## config.mk

```make
export PLATFORM = sky130hd
export DESIGN_NAME = sram_bus_arbiter
export DESIGN_NICKNAME = d
export VERILOG_FILES = /design/src/rtl/sram_bus_pkg.sv /design/src/rtl/sram_order_fifo.sv /design/src/rtl/sram_bus_arbiter.sv
export SDC_FILE = /design/constraint.sdc
export NUM_CORES = 1
export LEC_CHECK = 0
export ABC_AREA = 1
export ABC_CLOCK_PERIOD_IN_PS = 1970
export BUFFER_PORTS_ARGS = -buffer_cell sky130_fd_sc_hd__buf_2
export CORE_AREA = 2 2 124 126
export DETAILED_ROUTE_END_ITERATION = 8
export DIE_AREA = 0 0 126 128
export PLACE_DENSITY = 0.59
export SLEW_MARGIN = 15
export SYNTH_ARGS = -nofsm -noshare
export SYNTH_HDL_FRONTEND = slang
export SYNTH_HIERARCHICAL = 1
export SYNTH_SLANG_ARGS = --single-unit
```

## constraint.sdc

```tcl
create_clock -name clk -period 1.97 [get_ports clk]
set_input_delay 0.394 -clock clk [delete_from_list [all_inputs] [get_ports clk]]
set_output_delay 0.394 -clock clk [all_outputs]
set_load 0.005 [all_outputs]
```

## src/rtl/sram_bus_pkg.sv

```systemverilog
// Shared definitions for the SRAM bus arbiter: requester IDs and access-size encodings.
package sram_bus_pkg;

    typedef enum logic {
        SRC_INST = 1'b0,
        SRC_DATA = 1'b1
    } src_e;

    localparam logic [1:0] SIZE_BYTE = 2'd0;
    localparam logic [1:0] SIZE_HALF = 2'd1;
    localparam logic [1:0] SIZE_WORD = 2'd2;

endpackage

```

## src/rtl/sram_order_fifo.sv

```systemverilog
// 1-bit-wide synchronous FIFO that remembers which requester issued each outstanding bus transaction.
module sram_order_fifo #(
    parameter int DEPTH = 4
) (
    input  logic clk,
    input  logic reset,
    input  logic push,
    input  logic pop,
    input  logic din,
    output logic head,
    output logic empty,
    output logic full
);

    localparam int PTR_W = $clog2(DEPTH);
    localparam int CNT_W = PTR_W + 1;

    logic [DEPTH-1:0] mem_q;
    logic [PTR_W-1:0] wr_ptr_q, rd_ptr_q;
    logic [CNT_W-1:0] count_q;
    logic             do_push, do_pop;

    assign empty   = (count_q == '0);
    assign full    = (count_q == CNT_W'(DEPTH));
    assign do_push = push && !full;
    assign do_pop  = pop && !empty;
    assign head    = mem_q[rd_ptr_q];

    // NOTE: storage is not reset; an entry is only read after count says it was written.
    always_ff @(posedge clk) begin
        if (do_push) begin
            mem_q[wr_ptr_q] <= din;
        end
    end

    always_ff @(posedge clk) begin
        if (reset) begin
            wr_ptr_q <= '0;
            rd_ptr_q <= '0;
            count_q  <= '0;
        end else begin
            if (do_push) wr_ptr_q <= wr_ptr_q + PTR_W'(1);
            if (do_pop)  rd_ptr_q <= rd_ptr_q + PTR_W'(1);
            case ({do_push, do_pop})
                2'b10:   count_q <= count_q + CNT_W'(1);
                2'b01:   count_q <= count_q - CNT_W'(1);
                default: count_q <= count_q;
            endcase
        end
    end

endmodule

```

## src/rtl/sram_bus_arbiter.sv

```systemverilog
// Arbitrates instruction-fetch and load/store ports onto one SRAM-like bus and routes
// in-order responses back to the requester that issued each transaction.
module sram_bus_arbiter
    import sram_bus_pkg::*;
#(
    parameter int ADDR_W          = 32,
    parameter int DATA_W          = 32,
    parameter int MAX_OUTSTANDING = 4
) (
    input  logic              clk,
    input  logic              reset,

    input  logic              inst_req,
    input  logic              inst_wr,
    input  logic [1:0]        inst_size,
    input  logic [3:0]        inst_wstrb,
    input  logic [ADDR_W-1:0] inst_addr,
    input  logic [DATA_W-1:0] inst_wdata,
    output logic              inst_addr_ok,
    output logic              inst_data_ok,
    output logic [DATA_W-1:0] inst_rdata,

    input  logic              data_req,
    input  logic              data_wr,
    input  logic [1:0]        data_size,
    input  logic [3:0]        data_wstrb,
    input  logic [ADDR_W-1:0] data_addr,
    input  logic [DATA_W-1:0] data_wdata,
    output logic              data_addr_ok,
    output logic              data_data_ok,
    output logic [DATA_W-1:0] data_rdata,

    output logic              bus_req,
    output logic              bus_wr,
    output logic [1:0]        bus_size,
    output logic [3:0]        bus_wstrb,
    output logic [ADDR_W-1:0] bus_addr,
    output logic [DATA_W-1:0] bus_wdata,
    input  logic              bus_addr_ok,
    input  logic              bus_data_ok,
    input  logic [DATA_W-1:0] bus_rdata,
    output logic              bus_err
);

    logic lock_vld_q;
    src_e lock_src_q;
    logic bus_err_q;

    src_e grant_src;
    logic grant_req;
    logic addr_accept;
    logic fifo_head, fifo_empty, fifo_full;
    src_e head_src;

    // NOTE: combinational logic uses blocking assignments with a default first, so no latch is inferred.
    always_comb begin
        grant_src = SRC_INST;
        if (lock_vld_q)    grant_src = lock_src_q;
        else if (data_req) grant_src = SRC_DATA;
    end

    assign grant_req   = (grant_src == SRC_DATA) ? data_req : inst_req;
    assign bus_req     = grant_req && !fifo_full;
    assign addr_accept = bus_req && bus_addr_ok;

    always_comb begin
        bus_wr    = inst_wr;
        bus_size  = inst_size;
        bus_wstrb = inst_wstrb;
        bus_addr  = inst_addr;
        bus_wdata = inst_wdata;
        if (grant_src == SRC_DATA) begin
            bus_wr    = data_wr;
            bus_size  = data_size;
            bus_wstrb = data_wstrb;
            bus_addr  = data_addr;
            bus_wdata = data_wdata;
        end
    end

    assign inst_addr_ok = addr_accept && (grant_src == SRC_INST);
    assign data_addr_ok = addr_accept && (grant_src == SRC_DATA);

    // A presented but unaccepted request keeps the bus until accepted, even if data arrives.
    // NOTE: sequential state is updated with non-blocking assignments only.
    always_ff @(posedge clk) begin
        if (reset) begin
            lock_vld_q <= 1'b0;
            lock_src_q <= SRC_INST;
            bus_err_q  <= 1'b0;
        end else begin
            if (bus_req && !bus_addr_ok) begin
                lock_vld_q <= 1'b1;
                lock_src_q <= grant_src;
            end else if (addr_accept) begin
                lock_vld_q <= 1'b0;
            end
            if (bus_data_ok && fifo_empty) bus_err_q <= 1'b1;
        end
    end

    sram_order_fifo #(
        .DEPTH (MAX_OUTSTANDING)
    ) u_order_fifo (
        .clk   (clk),
        .reset (reset),
        .push  (addr_accept),
        .pop   (bus_data_ok),
        .din   (grant_src),
        .head  (fifo_head),
        .empty (fifo_empty),
        .full  (fifo_full)
    );

    assign head_src     = src_e'(fifo_head);
    assign inst_data_ok = bus_data_ok && !fifo_empty && (head_src == SRC_INST);
    assign data_data_ok = bus_data_ok && !fifo_empty && (head_src == SRC_DATA);
    assign inst_rdata   = bus_rdata;
    assign data_rdata   = bus_rdata;
    assign bus_err      = bus_err_q;

endmodule

```

-- After elaboration in Yosys (flattened, before gate mapping)
Cells that the tools add are included.
- flip-flop bits (word level): 14
- output and inout port bits: 141
- logic and storage cells: 52
- add/subtract/negate cells: 4
- order comparisons: 3
- eq/ne operators: 3
- muxes and demuxes: 16
- bitwise gates (word level): 2
- reduce and logical (&&, ||, !) cells: 17
- operator list (operator ; number):
    $mux 32 ; 2
    $logic_and 1x1->1 ; 11
    $mux 1 ; 8
    $lt 2x3->1 const B ; 2
    $pmux 3 s2 ; 1
    $add 2x1->2 const B ; 2
    $bwmux 4 ; 1
    $mux 4 ; 1
    $reduce_bool 2->1 ; 2
    $add 3x1->3 const B ; 1
    $eq 3x3->1 const B ; 1
    $logic_not 1->1 ; 3
    $logic_not 3->1 ; 1
    $sub 3x1->3 const B ; 1
    $bmux 1 s2 ; 1
    $demux 1 s2 ; 1
    $eq 2x1->1 const B ; 1
    $eq 2x2->1 const B ; 1
    $ge 2x1->1 const B ; 1
    $mux 2 ; 1
    $not 1->1 ; 2

-- Longest topological paths before layout
Gate-level depths: netlist (run 1).
- depth after elaboration: 8
- mapped depth: 18
- gate-level depth less buffers: 18

-- Hierarchy
Netlist (run 1), hierarchy kept.
- by module, submodules not included (module ; times used ; cells each ; area an instance (um2) ; sequential area each (um2)):
    sram_bus_arbiter ; 1 ; 329 ; 1651.6 ; 60.1
    sram_order_fifo ; 1 ; 78 ; 615.6 ; 260.2

-- Worst setup path after synthesis (run 1)
Ideal clock, no wire load.
- path kind: register to register
- start point: register u_order_fifo.count_q[0]
- end point: register u_order_fifo.count_q[1]
- library setup time: 0.070 ns
- arrival time: 1.935 ns
- data required time: 1.900 ns
- path slack: -0.035 ns
- cell stages (with the launch flop): 14
- buffers on the path: 0
- period minus slack after synthesis: 2.005 ns
- path through: dfxtp_1 > inv_2 > nand3_4 > inv_1 > nor2_1 > nand2_1 > inv_1 > nand2_1 > inv_1 > nand2_1 > ha_1 > inv_1 > fa_1 > a21oi_1
- word-level cells in the longest chain between the ends: 7
- RTL lines (item ; line ; RTL):
    start: declaration ; sram_order_fifo.sv:20 ; logic [CNT_W-1:0] count_q;
    start signal: assignment ; sram_order_fifo.sv:45 ; 2'b10: count_q <= count_q + CNT_W'(1);
    start signal: assignment ; sram_order_fifo.sv:46 ; 2'b01: count_q <= count_q - CNT_W'(1);
    start signal: assignment ; sram_order_fifo.sv:47 ; default: count_q <= count_q;
    $eq 3x3->1 * ; sram_order_fifo.sv:24 ; assign full = (count_q == CNT_W'(DEPTH));
    named net fifo_full ; sram_bus_arbiter.sv:52 ; logic fifo_head, fifo_empty, fifo_full;
    $logic_not 1->1 * ; sram_bus_arbiter.sv:63 ; assign bus_req = grant_req && !fifo_full;
    $logic_and 1x1->1 * ; sram_bus_arbiter.sv:63 ;
    named net bus_req ; sram_bus_arbiter.sv:33 ; output logic bus_req,
    $logic_and 1x1->1 * ; sram_bus_arbiter.sv:64 ; assign addr_accept = bus_req && bus_addr_ok;
    named net addr_accept ; sram_bus_arbiter.sv:51 ; logic addr_accept;
    $logic_and 1x1->1 * ; sram_order_fifo.sv:25 ; assign do_push = push && !full;
    $eq 2x1->1 or $eq 2x2->1 (tied branches) ; sram_order_fifo.sv:44 ; case ({do_push, do_pop})
    $pmux 3 s2 or $reduce_bool 2->1 (tied branches) ; - ;
Mark *: on every way through the listed nets, which the timed path passes. The rest lies on a longest branch.
A chain may end at the register's enable or synchronous reset.

-- Worst setup path after layout (run 1)
- start point: register lock_src_q
- end point: register u_order_fifo.count_q[2]
- word-level cells in the longest chain between the ends: 7
- RTL lines (item ; line ; RTL):
    start: declaration ; sram_bus_arbiter.sv:46 ; src_e lock_src_q;
    start signal: assignment ; sram_bus_arbiter.sv:94 ; lock_src_q <= grant_src;
    $mux 1 * ; sram_bus_arbiter.sv:58 ; if (lock_vld_q) grant_src = lock_src_q;
    $mux 1 * ; sram_bus_arbiter.sv:62 ; assign grant_req = (grant_src == SRC_DATA) ? data_req : inst_req;
    $logic_and 1x1->1 * ; sram_bus_arbiter.sv:63 ;
    $logic_and 1x1->1 * ; sram_bus_arbiter.sv:64 ;
    named net addr_accept ; sram_bus_arbiter.sv:51 ;
    $logic_and 1x1->1 * ; sram_order_fifo.sv:25 ;
    $eq 2x1->1 or $eq 2x2->1 (tied branches) ; sram_order_fifo.sv:44 ;
    $pmux 3 s2 or $reduce_bool 2->1 (tied branches) ; - ;
Marks and branches as above.

==> run summary, run 1 <==
Final ANT Viol Nets = 0
Initial antenna violation count = 13
CP Data Arrival Time = 2.01 ns
Outcome = completed
Finish-stage setup viols = 0
Min Tclk post-route = 1.84 ns
Setup slack, reg-to-reg = 0.13 ns
Worst Tran Pin Value = 0.272 ns
Final Hold Vio Count = 0
Layout cell share with drive strength beyond 1 = 47.0%
Post-Syn Instances = 407
First-iteration detailed-routing DRC count = 98
Clock slew at reported path FFs = 0.05 ns
Later-pin clock latency in the skew report = 0.24 ns
Met3 WL post-DR = 1970 um
CP max-delay cell = fa_2
DR WL/cell = 13.0 um
Vias after detailed routing = 2905
Site Rows = 45
Drc violations = 0
Die height = 128 um
TritonRoute pass-1 iters = 4
CTS buffer count = 3
Worst hold margin = 0.369 ns
Netlist cell types = 20
Top cell type by total area after synthesis = nand2_1
Placement Setup Slack = -0.0931 ns
Max Slew Vio Count = 0
Drt total wl = 9860 um
Core box area = 14900 sq um
CP peak stage delay = 0.37 ns
DP HPWL = 8460 um
Post-synth design cell area = 2270 sq um
Period utilisation layout = 93.5%
Commonest non-fill, non-tap cells in the layout = nand2_1 (227), buf_2 (224), inv_1 (21), nor2_1 (17), buf_4 (10)
Syn-to-layout area delta = 44.1%
CTS HTree Levels = 1
Dominant cells by area after synthesis = nand2_1 (39%), buf_4 (21%), dfxtp_1 (8.8%)
Pwr dens = 718 nW/um^2
Worst Skew = 0.000694 ns
Largest net degree at the start of global routing = 40
Max_slew headroom = 81.7%
Max Fanout on Critical Path = 2
Max-cap violation count = 0
Fin nets = 757
WS Path Type = reg2reg
Placer Congestion = 0.770
Worst Path Required = 2.14 ns
WL met1 = 3450 um
Fillers = 1747
Final worst slack = 0.128 ns
Met2 routed WL = 4250 um
IO buf count = 224
Die ar. = 16100 sq um
Synthesis Warnings = 6
# IOs = 321
Gr ovfl total = 0
IR drop worst, VDD = 0.000345 V
Die Span X = 126 um
Commonest non-fill, non-tap cell in the layout = nand2_1
Syn nets = 593
Global-route wire length before repair = 13300 um
Sequential share of the synthesized area = 14.1%
Hold Path Class = in2reg
Synth top area share = 38.6%
Final core utilization = 22.0%
Setup TNS = 0 ns
Crit path cell chain = nand2_2 -> nor2_2 -> nor2_2 -> nand2_2 -> inv_2 -> nand2_2 -> inv_2 -> nand2_4 -> ha_4 -> inv_2 -> fa_2 -> inv_2 -> nand2_2 -> nand4_1 -> nand2_1 -> nor2_1
Top Layer Used = met5
Initial Util = 15.3%
Synthesized area per cell = 5.57 sq um
Yosys reg bits = 14
F_max = 543 MHz
Clk root buf = clkbuf_16
Total track usage = 10.8%
CTS tree = built
Vias in the first global route = 2430
Cell leakage power = 2.08 nW
Clock sink count = 14
Vias per cell = 3.82
Maximum clock insertion buffer count = 2
Crit. End Element = flop
CP Launch Type = flop
worst paths after layout:
| path | start | to | depth (start not counted) |
|---|---|---|---|
| hold reg to reg | u_order_fifo/count_q[0] | u_order_fifo/count_q[0] | 1 |
| setup / recovery | lock_src_q | u_order_fifo/count_q[2] | 16 |
| hold / removal | reset | lock_vld_q | 2 |
| setup reg to reg | lock_src_q | u_order_fifo/count_q[2] | 16 |
power breakdown:
part	total, mW	internal (mW)	switching [mW]	leakage (nW)
clock network	0.383	0.273	0.111	0.0382
registers	0.433	0.376	0.0576	0.121
logic	1.53	0.701	0.830	1.92
state kept, by name, summed over array words and instances, names as in the netlist:
name,count
u_order_fifo/mem_q,4
lock_vld_q,1
u_order_fifo/rd_ptr_q,2
bus_err,1
u_order_fifo/count_q,3
u_order_fifo/wr_ptr_q,2
lock_src_q,1
synth_stat cells, drive strengths merged:
master	number
nand2	234
buf	79
inv	30
nor2	19
dfxtp	10
a21oi	8
nand3	7
ha	5
o21ai	5
edfxtp	4
nand4	2
fa	1
nand3b	1
nor3	1
nor3b	1
per-layer routing:
metal / vias up / track usage, %
met3: 28 / 9.81
met5: - / 0
li1: 1479 / -
met4: 14 / 1.49
met1: 1171 / 11.1
met2: 213 / 16.7
cell type report:
cell class                 instances  area (sq um)  area share [%]
clock buffer                       4          78.8            2.41
antenna                            3          7.51           0.230
sequential                        14           328            10.0
timing repair buffer             238          1280            39.1
multi-input combinational        284          1230            37.6
tap                              188           235            7.20
inverter                          30           113            3.45
cell families after synthesis:
| kind of cell | synth area share [%] |
|---|---|
| buffers and inverters | 33.6 |
| adder cells (fa/ha/maj) | 3.64 |
| AO/OA/AOI/OAI | 2.87 |
| flip-flops | 14.1 |
| AND/OR/NAND/NOR | 45.8 |
worst max-delay path: cells and delay by family, from the launching register on:
kind / cells / cell delay, ns
DFF: 1 / 0.34
adders and majority gates: 2 / 0.51
buffers and inverters: 4 / 0.20
and+or+nand+nor: 10 / 0.72
through the flow:
| stage | total power [mW] | area, sq um | instances |
|---|---|---|---|
| after floorplan | 1.38 | 2270 | 407 |
| after CTS | 2.28 | 3200 | 755 |
| final | 2.35 | 3270 | 761 |
| after global placement | 1.84 | 3100 | 749 |
| after detailed placement | 1.86 | 3100 | 749 |
| after global routing | 2.60 | 3260 | 758 |
timing repair:
action	CTS	global route
endpoints found under the hold margin	0	0
hold buffers	0	0
endpoints found under the setup margin	1	4
resized for setup	3	16
setup buffers	2	3
pin swaps	0	5
(Power assumes the default switching activity.)
==> inputs of run 2 (changes only) <==
BUFFER_PORTS_ARGS = unset   (was -buffer_cell sky130_fd_sc_hd__buf_2)
CORE_AREA = 2 2 125 127   (was 2 2 124 126)
DIE_AREA = 0 0 127 129   (was 0 0 126 128)
DONT_BUFFER_PORTS = 1   (was unset)
PLACE_DENSITY = 0.39   (was 0.59)
SKIP_LAST_GASP = 1   (was unset)
SYNTH_HIERARCHICAL = unset   (was 1)
==> run 2 against run 1 <==
  * Maximum frequency hardly changed
  * Non-clock buffer count is 230 lower
  * Utilization is 8.3 points lower
  * Die area is 1.6% higher
  * Critical endpoint is now bus_wdata[23]
==> run summary, run 2 <==
Outcome = completed
Worst Path Required = 1.58 ns (-0.56 ns)
Max Fanout on Critical Path = 27 (+25)
# diodes = 0 (-3)
CTS HTree Levels = 1 (unchanged)
Register Area = 325 sq um (-0.76%)
Synth top area share = 40.0% (+1.4 points)
TritonRoute pass-1 iters = 4 (unchanged)
Later-pin clock latency in the skew report = 0.24 ns (about the same)
IR drop worst, VDD = 0.000224 V (-35%)
Largest Register = u_order_fifo.mem_q
Placer Congestion = 0.760 (-1.3%)
Vias per cell = 4.06 (+6.2%)
Initial antenna violation count = 0 (-13)
Hold bufs inserted after CTS = 0 (unchanged)
Post-synth design cell area = 2200 sq um (-3.1%)
Worst Tran Pin Value = 0.279 ns (+0.00702 ns)
Global-route wire length before repair = 9700 um (-27%)
Number of synthesized flops with an enable pin = 4 (unchanged)
DP HPWL = 6630 um (-22%)
Clock slew at reported path FFs = 0.05 ns (about the same)
Total track usage = 7.83% (-2.9 points)
Layout cell share with drive strength beyond 1 = 7.81% (-39 points)
Syn-to-layout area delta = -6.89%
CP Launch Type = flop
DR WL/cell = 15.0 um (+16%)
Dominant cells by area after synthesis = nand2_1 (40%), buf_4 (22%), dfxtp_1 (9.1%)
Largest net degree at the start of global routing = 48 (+20%)
Vias in the first global route = 1645 (-32%)
Drc violations = 0 (unchanged)
# IOs = 321 (unchanged)
Core box area = 15000 sq um (+0.76%)
Die ar. = 16400 sq um (+1.6%)
Final core utilization = 13.7% (-8.3 points)
Min Tclk post-route = 1.84 ns (+0.000610 ns)
WS Path Type = reg2out
Pwr dens = 878 nW/um^2 (+22%)
Initial Util = 14.7% (-0.59 points)
Total Power = 1.80 mW (-24%)
Commonest non-fill, non-tap cell in the layout = nand2_1
Max_slew headroom = 81.4% (-0.28 points)
Max Slew Vio Count = 0 (unchanged)
Hold Path Class = in2reg
R2R Path End = u_order_fifo.count_q[2]
Most frequent cells after synthesis = nand2_1 (234), buf_4 (64), inv_1 (26), nor2_1 (17), dfxtp_1 (10)
Final Hold Vio Count = 0 (unchanged)
Yosys reg bits = 14 (unchanged)
Netlist cell types = 18 (-10%)
FFs w/ async S/R, synth = 0% (unchanged)
Vias after detailed routing = 2113 (-27%)
Most numerous cell in the Yosys netlist = nand2_1
Crit. End Element = output pin
Sequential share of the synthesized area = 14.6% (+0.46 points)
Primary FF master, synth = dfxtp_1
Site Rows = 45 (unchanged)
First-iteration detailed-routing DRC count = 94 (-4.1%)
Post-Syn Instances = 400 (-1.7%)
Commonest non-fill, non-tap cells in the layout = nand2_1 (230), inv_1 (25), nor2_1 (16), a21oi_1 (8), dfxtp_1 (8)
R2R cell count = 10 (-6)
Die Span X = 127 um (+0.79%)
Clock sink count = 14 (unchanged)
Reg-to-reg startpoint = lock_vld_q
Max reg flops = 4 (unchanged)
IO buf count = 0 (-100%)
Die height = 129 um (+0.78%)
CTS tree = built
CP Data Arrival Time = 1.45 ns (-0.56 ns)
Top cell type by total area after synthesis = nand2_1
Crit path to = bus_wdata[23]
Critical Path Source = lock_vld_q
Syn nets = 586 (-1.2%)
Setup slack, reg-to-reg = 0.14 ns (about the same)
Maximum clock insertion buffer count = 2 (unchanged)
Fillers = 1776 (+1.7%)
Multi-input combinational cell area = 1200 sq um (-2.1%)
Drt total wl = 7830 um (-21%)
Finish-stage setup viols = 0 (unchanged)
Clk root buf = clkbuf_16
Max-cap violation count = 0 (unchanged)
Biggest registers after layout = u_order_fifo.mem_q: 4 flops, u_order_fifo.count_q: 3 flops
CTS buffer count = 3 (unchanged)
Period utilisation layout = 93.5% (about the same)
Synthesis Warnings = 0 (-6)
Synthesized area per cell = 5.49 sq um (-1.5%)
Fin nets = 520 (-31%)
Cell leakage power = 1.10 nW (-47%)
Final ANT Viol Nets = 0 (unchanged)
Worst Skew = 0.000979 ns (+0.000285 ns)
F_max = 543 MHz (about the same)
Gr ovfl total = 0 (unchanged)
## run 2: changes by cell type in the layout (fill, tap and decap cells not counted), moves of 2 or more
cell     before  now
nand4_1       2    4
nor2_2        2    0
dfxtp_2       3    1
inv_2         9    1
buf_2       224    0
dfxtp_1       6    8
nand2_2       6    4
o21ai_0       5    3
diode_2       3    0
inv_1        21   25
buf_4        10    5
nand2_1     227  230
## run 2: cells by family (layout without fill, tap and decap cells)
| kind of cell | after synthesis | in the layout | synth area share [%] |
|---|---|---|---|
| simple gates | 263 | 263 | 46.8 |
| flops | 14 | 14 | 14.6 |
| compound gates | 11 | 11 | 2.51 |
| buf+inv | 106 | 39 | 32.3 |
| fa+ha+maj | 6 | 6 | 3.76 |
## run 2: where the power goes
| group | internal, mW | switching (mW) |
|---|---|---|
| clock network | 0.269 | 0.124 |
| logic | 0.325 | 0.654 |
| registers | 0.370 | 0.0541 |
| total | 0.964 | 0.832 |
## run 2: worst min-delay path by stage
| stage | startpoint | to | slack (ns) | cells after the start |
|---|---|---|---|---|
| after floorplan | bus_err | bus_err | 0.44 | 2 |
| after global placement | reset | bus_err | 0.47 | 1 |
| after detailed placement | reset | bus_err | 0.47 | 1 |
| after CTS | reset | bus_err | 0.21 | 1 |
| after global routing | reset | u_order_fifo.count_q[1] | 0.20 | 1 |
| final | reset | u_order_fifo.count_q[1] | 0.21 | 1 |
## run 2: final cells by class
| class | instances | area share [%] |
|---|---|---|
| Clock inverter | 1 | 0.184 |
| Inverter | 27 | 5.08 |
| Tap cell | 188 | 11.5 |
| Clock buffer | 3 | 3.67 |
| Multi-Input combinational cell | 280 | 58.9 |
| Sequential cell | 14 | 15.9 |
| Timing Repair Buffer | 8 | 4.77 |
## run 2: timing repair
action,in CTS,in global routing
endpoints found under the hold margin,0,0
pin swaps,0,0
buffers inserted,0,2
setup endpoints to repair,1,6
gates cloned,0,0
resized for setup,2,12
## run 2: worst max-delay path: stages, from the launching register on
cell     delay [ns]
dfxtp_4        0.35
nand2_1        0.12
and2_4         0.21
buf_4          0.29
nand2_1        0.09
nand2_1        0.12
## run 2: stage by stage
| step | hold slack [ns] | instance area (sq um) | setup slack [ns] | TNS, ns | std cells |
|---|---|---|---|---|---|
| 3_5_place_dp | 0.466 | 1910 | -0.0141 | -0.0141 | 515 |
| 2_1_floorplan | 0.441 | 2200 | 0.0511 | 0 | 400 |
| 3_3_place_gp | 0.465 | 1910 | 0.0414 | 0 | 515 |
| 4_1_cts | 0.205 | 1990 | 0.0177 | 0 | 519 |
| 6_report | 0.207 | 2040 | 0.128 | 0 | 521 |
| 5_1_grt | 0.201 | 2040 | -0.00326 | -0.00326 | 521 |
## run 2: layer usage
metal	global-route usage (%)	share of wire, %
met1	10.1	40
met2	13.3	52
met3	1.50	7.2
met4	2.33	1.5
met5	0	0
==> inputs of run 3 (changes only) <==
CORE_AREA = 2 2 123 125   (was 2 2 125 127)
DIE_AREA = 0 0 125 127   (was 0 0 127 129)
GPL_TIMING_DRIVEN = 1   (was unset)
PLACE_DENSITY = 0.4   (was 0.39)
SYNTH_HIERARCHICAL = 1   (was unset)
==> run 3 against run 2 <==
  * First-iteration DRC count shrank 3.2%
  * Critical path type unchanged
  * Largest power group unchanged
  * Critical path depth increased by 1
  * Largest cell class unchanged
  * Register-to-register slack better by 0.02 ns
  * Utilization rose by 0.73 points
  * Highest routed layer unchanged
==> run summary, run 3 (same netlist as run 1, synthesis figures left out) <==
Outcome = completed
Final std cells w/o fill = 528 (+1.3%)
Max_slew headroom = 75.1% (-6.3 points)
Hold Path Origin = reset
Finish-stage setup viols = 0 (unchanged)
Gr ovfl total = 0 (unchanged)
Vias after detailed routing = 2133 (+0.95%)
Fin nets = 531 (+2.1%)
Global-route wire length before repair = 9770 um (+0.71%)
Max reg flops = 4 (unchanged)
CTS HTree Levels = 1 (unchanged)
Cell leakage power = 1.15 nW (+4.8%)
Biggest registers after layout = u_order_fifo/mem_q: 4 flops, u_order_fifo/count_q: 3 flops
Initial Util = 15.7% (+1.1 points)
Max Fanout on Critical Path = 37 (+37%)
Total track usage = 7.80% (-0.036 points)
Worst Path Required = 1.58 ns (about the same)
Die ar. = 15900 sq um (-3.1%)
IO buf count = 0 (unchanged)
DR WL/cell = 14.2 um (-5.5%)
Internal cell power = 1.01 mW (+4.7%)
Die Span X = 125 um (-1.6%)
F_max = 538 MHz (-0.86%)
Syn-to-layout area delta = -8.50%
Crit. End Element = output pin
Reg-to-reg startpoint = u_order_fifo/count_q[1]
Site Rows = 44 (-2.2%)
Logic pwr share = 56.6% (+2.1 points)
Crit path cell chain = inv_2 -> nand2_1 -> nand2_2 -> buf_4 -> nand2_1 -> nand2_1
# IOs = 321 (unchanged)
Clock power share = 20.5% (-1.4 points)
IR drop worst, VDD = 0.000248 V (+10%)
DP HPWL = 6270 um (-5.5%)
CTS buffer count = 3 (unchanged)
CP max-delay cell = dfxtp_4
Total Power = 1.91 mW (+6.3%)
Clock slew at reported path FFs = 0.05 ns (about the same)
Worst Skew = 0.00340 ns (+0.00242 ns)
Clk root buf = clkbuf_16
Drt total wl = 7490 um (-4.3%)
Vias in the first global route = 1816 (+10%)
Sw frac = 47.1% (+0.80 points)
Commonest non-fill, non-tap cell in the layout = nand2_1
Max Slew Vio Count = 0 (unchanged)
Maximum clock insertion buffer count = 2 (unchanged)
Final ANT Viol Nets = 0 (unchanged)
CTS tree = built
Layout cell share with drive strength beyond 1 = 11.3% (+3.5 points)
Commonest non-fill, non-tap cells in the layout = nand2_1 (229), inv_1 (22), nor2_1 (16), buf_4 (11)
First-iteration detailed-routing DRC count = 91 (-3.2%)
Min Tclk post-route = 1.86 ns (+0.0160 ns)
CP Data Arrival Time = 1.46 ns (about the same)
Net Sw Power = 0.900 mW (+8.1%)
Drc violations = 0 (unchanged)
WS Path Type = reg2out
Placer Congestion = 0.755 (-0.67%)
Later-pin clock latency in the skew report = 0.24 ns (about the same)
Largest net degree at the start of global routing = 43 (-10%)
Clock sink count = 14 (unchanged)
Die height = 127 um (-1.6%)
Pwr dens = 920 nW/um^2 (+4.7%)
Seq pwr share = 22.9% (-0.7 points)
CP Launch Type = flop
Crit path top cell by count = nand2_1
Largest Register = u_order_fifo/mem_q
Core box area = 14400 sq um (-3.7%)
Hold Path Class = in2reg
Max-cap violation count = 0 (unchanged)
TritonRoute pass-1 iters = 4 (unchanged)
Worst Tran Pin Value = 0.373 ns (+0.0941 ns)
# diodes = 0 (unchanged)
Initial antenna violation count = 0 (unchanged)
Period utilisation layout = 94.3% (+0.81 points)
DP Cell Count = 521 (+1.2%)
Hold bufs inserted after CTS = 0 (unchanged)
Vias per cell = 4.04 (-0.39%)
Critical Path Source = lock_vld_q
Fillers = 1666 (-6.2%)
Final Hold Vio Count = 0 (unchanged)
CP peak stage delay = 0.35 ns (about the same)
run 3: changes by cell type in the layout (fill, tap and decap cells not counted), sizes merged:
cell | previous run | this run
and2 | 1 | 0
nor3 | 0 | 1
buf | 8 | 12
inv | 27 | 30
nand4 | 5 | 2
nor2 | 17 | 19
nand3b | 0 | 1
o21ai | 3 | 5
nand3 | 5 | 7
nor3b | 0 | 1
or2 | 1 | 0
run 3: worst paths after layout:
check,endpoint,slack (ns),depth (start not counted)
max,bus_addr[12],0.11,6
min,lock_vld_q,0.21,1
max reg2reg,u_order_fifo/count_q[1],0.16,13
min reg2reg,u_order_fifo/count_q[0],0.43,1
run 3: worst max-delay path: cells and delay by family, from the launching register on:
kind,cells,cell delay (ns)
flip-flops,1,0.35
buffers and inverters,2,0.40
AND/OR/NAND/NOR,4,0.44
run 3: what timing repair did:
item | in CTS | in global routing
setup buffers | 2 | 1
gates resized for setup | 4 | 12
endpoints found under the setup margin | 1 | 2
pin swaps | 2 | 4
run 3: stage by stage:
step / TNS [ns] / area (sq um) / util, % / worst slack [ns] / hold slack [ns]
finish: 0 / 2070 / 14.4 / 0.112 / 0.206
global route: -0.00484 / 2070 / 14.4 / -0.00484 / 0.204
CTS: 0 / 2030 / 14.1 / 0.0167 / 0.208
detailed placement: -0.0546 / 1930 / 13.4 / -0.0546 / 0.468
global placement: 0 / 1930 / 13.4 / 0.0315 / 0.456
floorplan: 0 / 2270 / - / 0.0149 / 0.442
run 3: cell type report:
cell class	count	area (sq um)	area share (%)
Sequential cell	14	328	15.8
Tap cell	184	230	11.1
Inverter	30	113	5.43
Multi-Input combinational cell	284	1220	58.9
Clock buffer	3	75.1	3.62
Clock inverter	1	3.75	0.181
Timing Repair Buffer	12	103	4.95
run 3: power groups by stage:
| stage | Combinational (mW) | Clock [mW] | Sequential [mW] |
|---|---|---|---|
| after floorplan | 0.957 | 0 | 0.420 |
| after global placement | 0.992 | 0 | 0.431 |
| after detailed placement | 1.01 | 0 | 0.434 |
| after CTS | 1.05 | 0.398 | 0.431 |
| after global routing | 1.21 | 0.409 | 0.444 |
| final | 1.08 | 0.392 | 0.436 |
run 3: per-layer routing:
layer  GRT usage, %  share of wire (%)  vias up
met5              0                  0        -
met4           2.48                1.9        0
met3           3.77                 14       28
met2           14.2                 49      180
met1           7.89                 34      902
li1               -                  -     1023
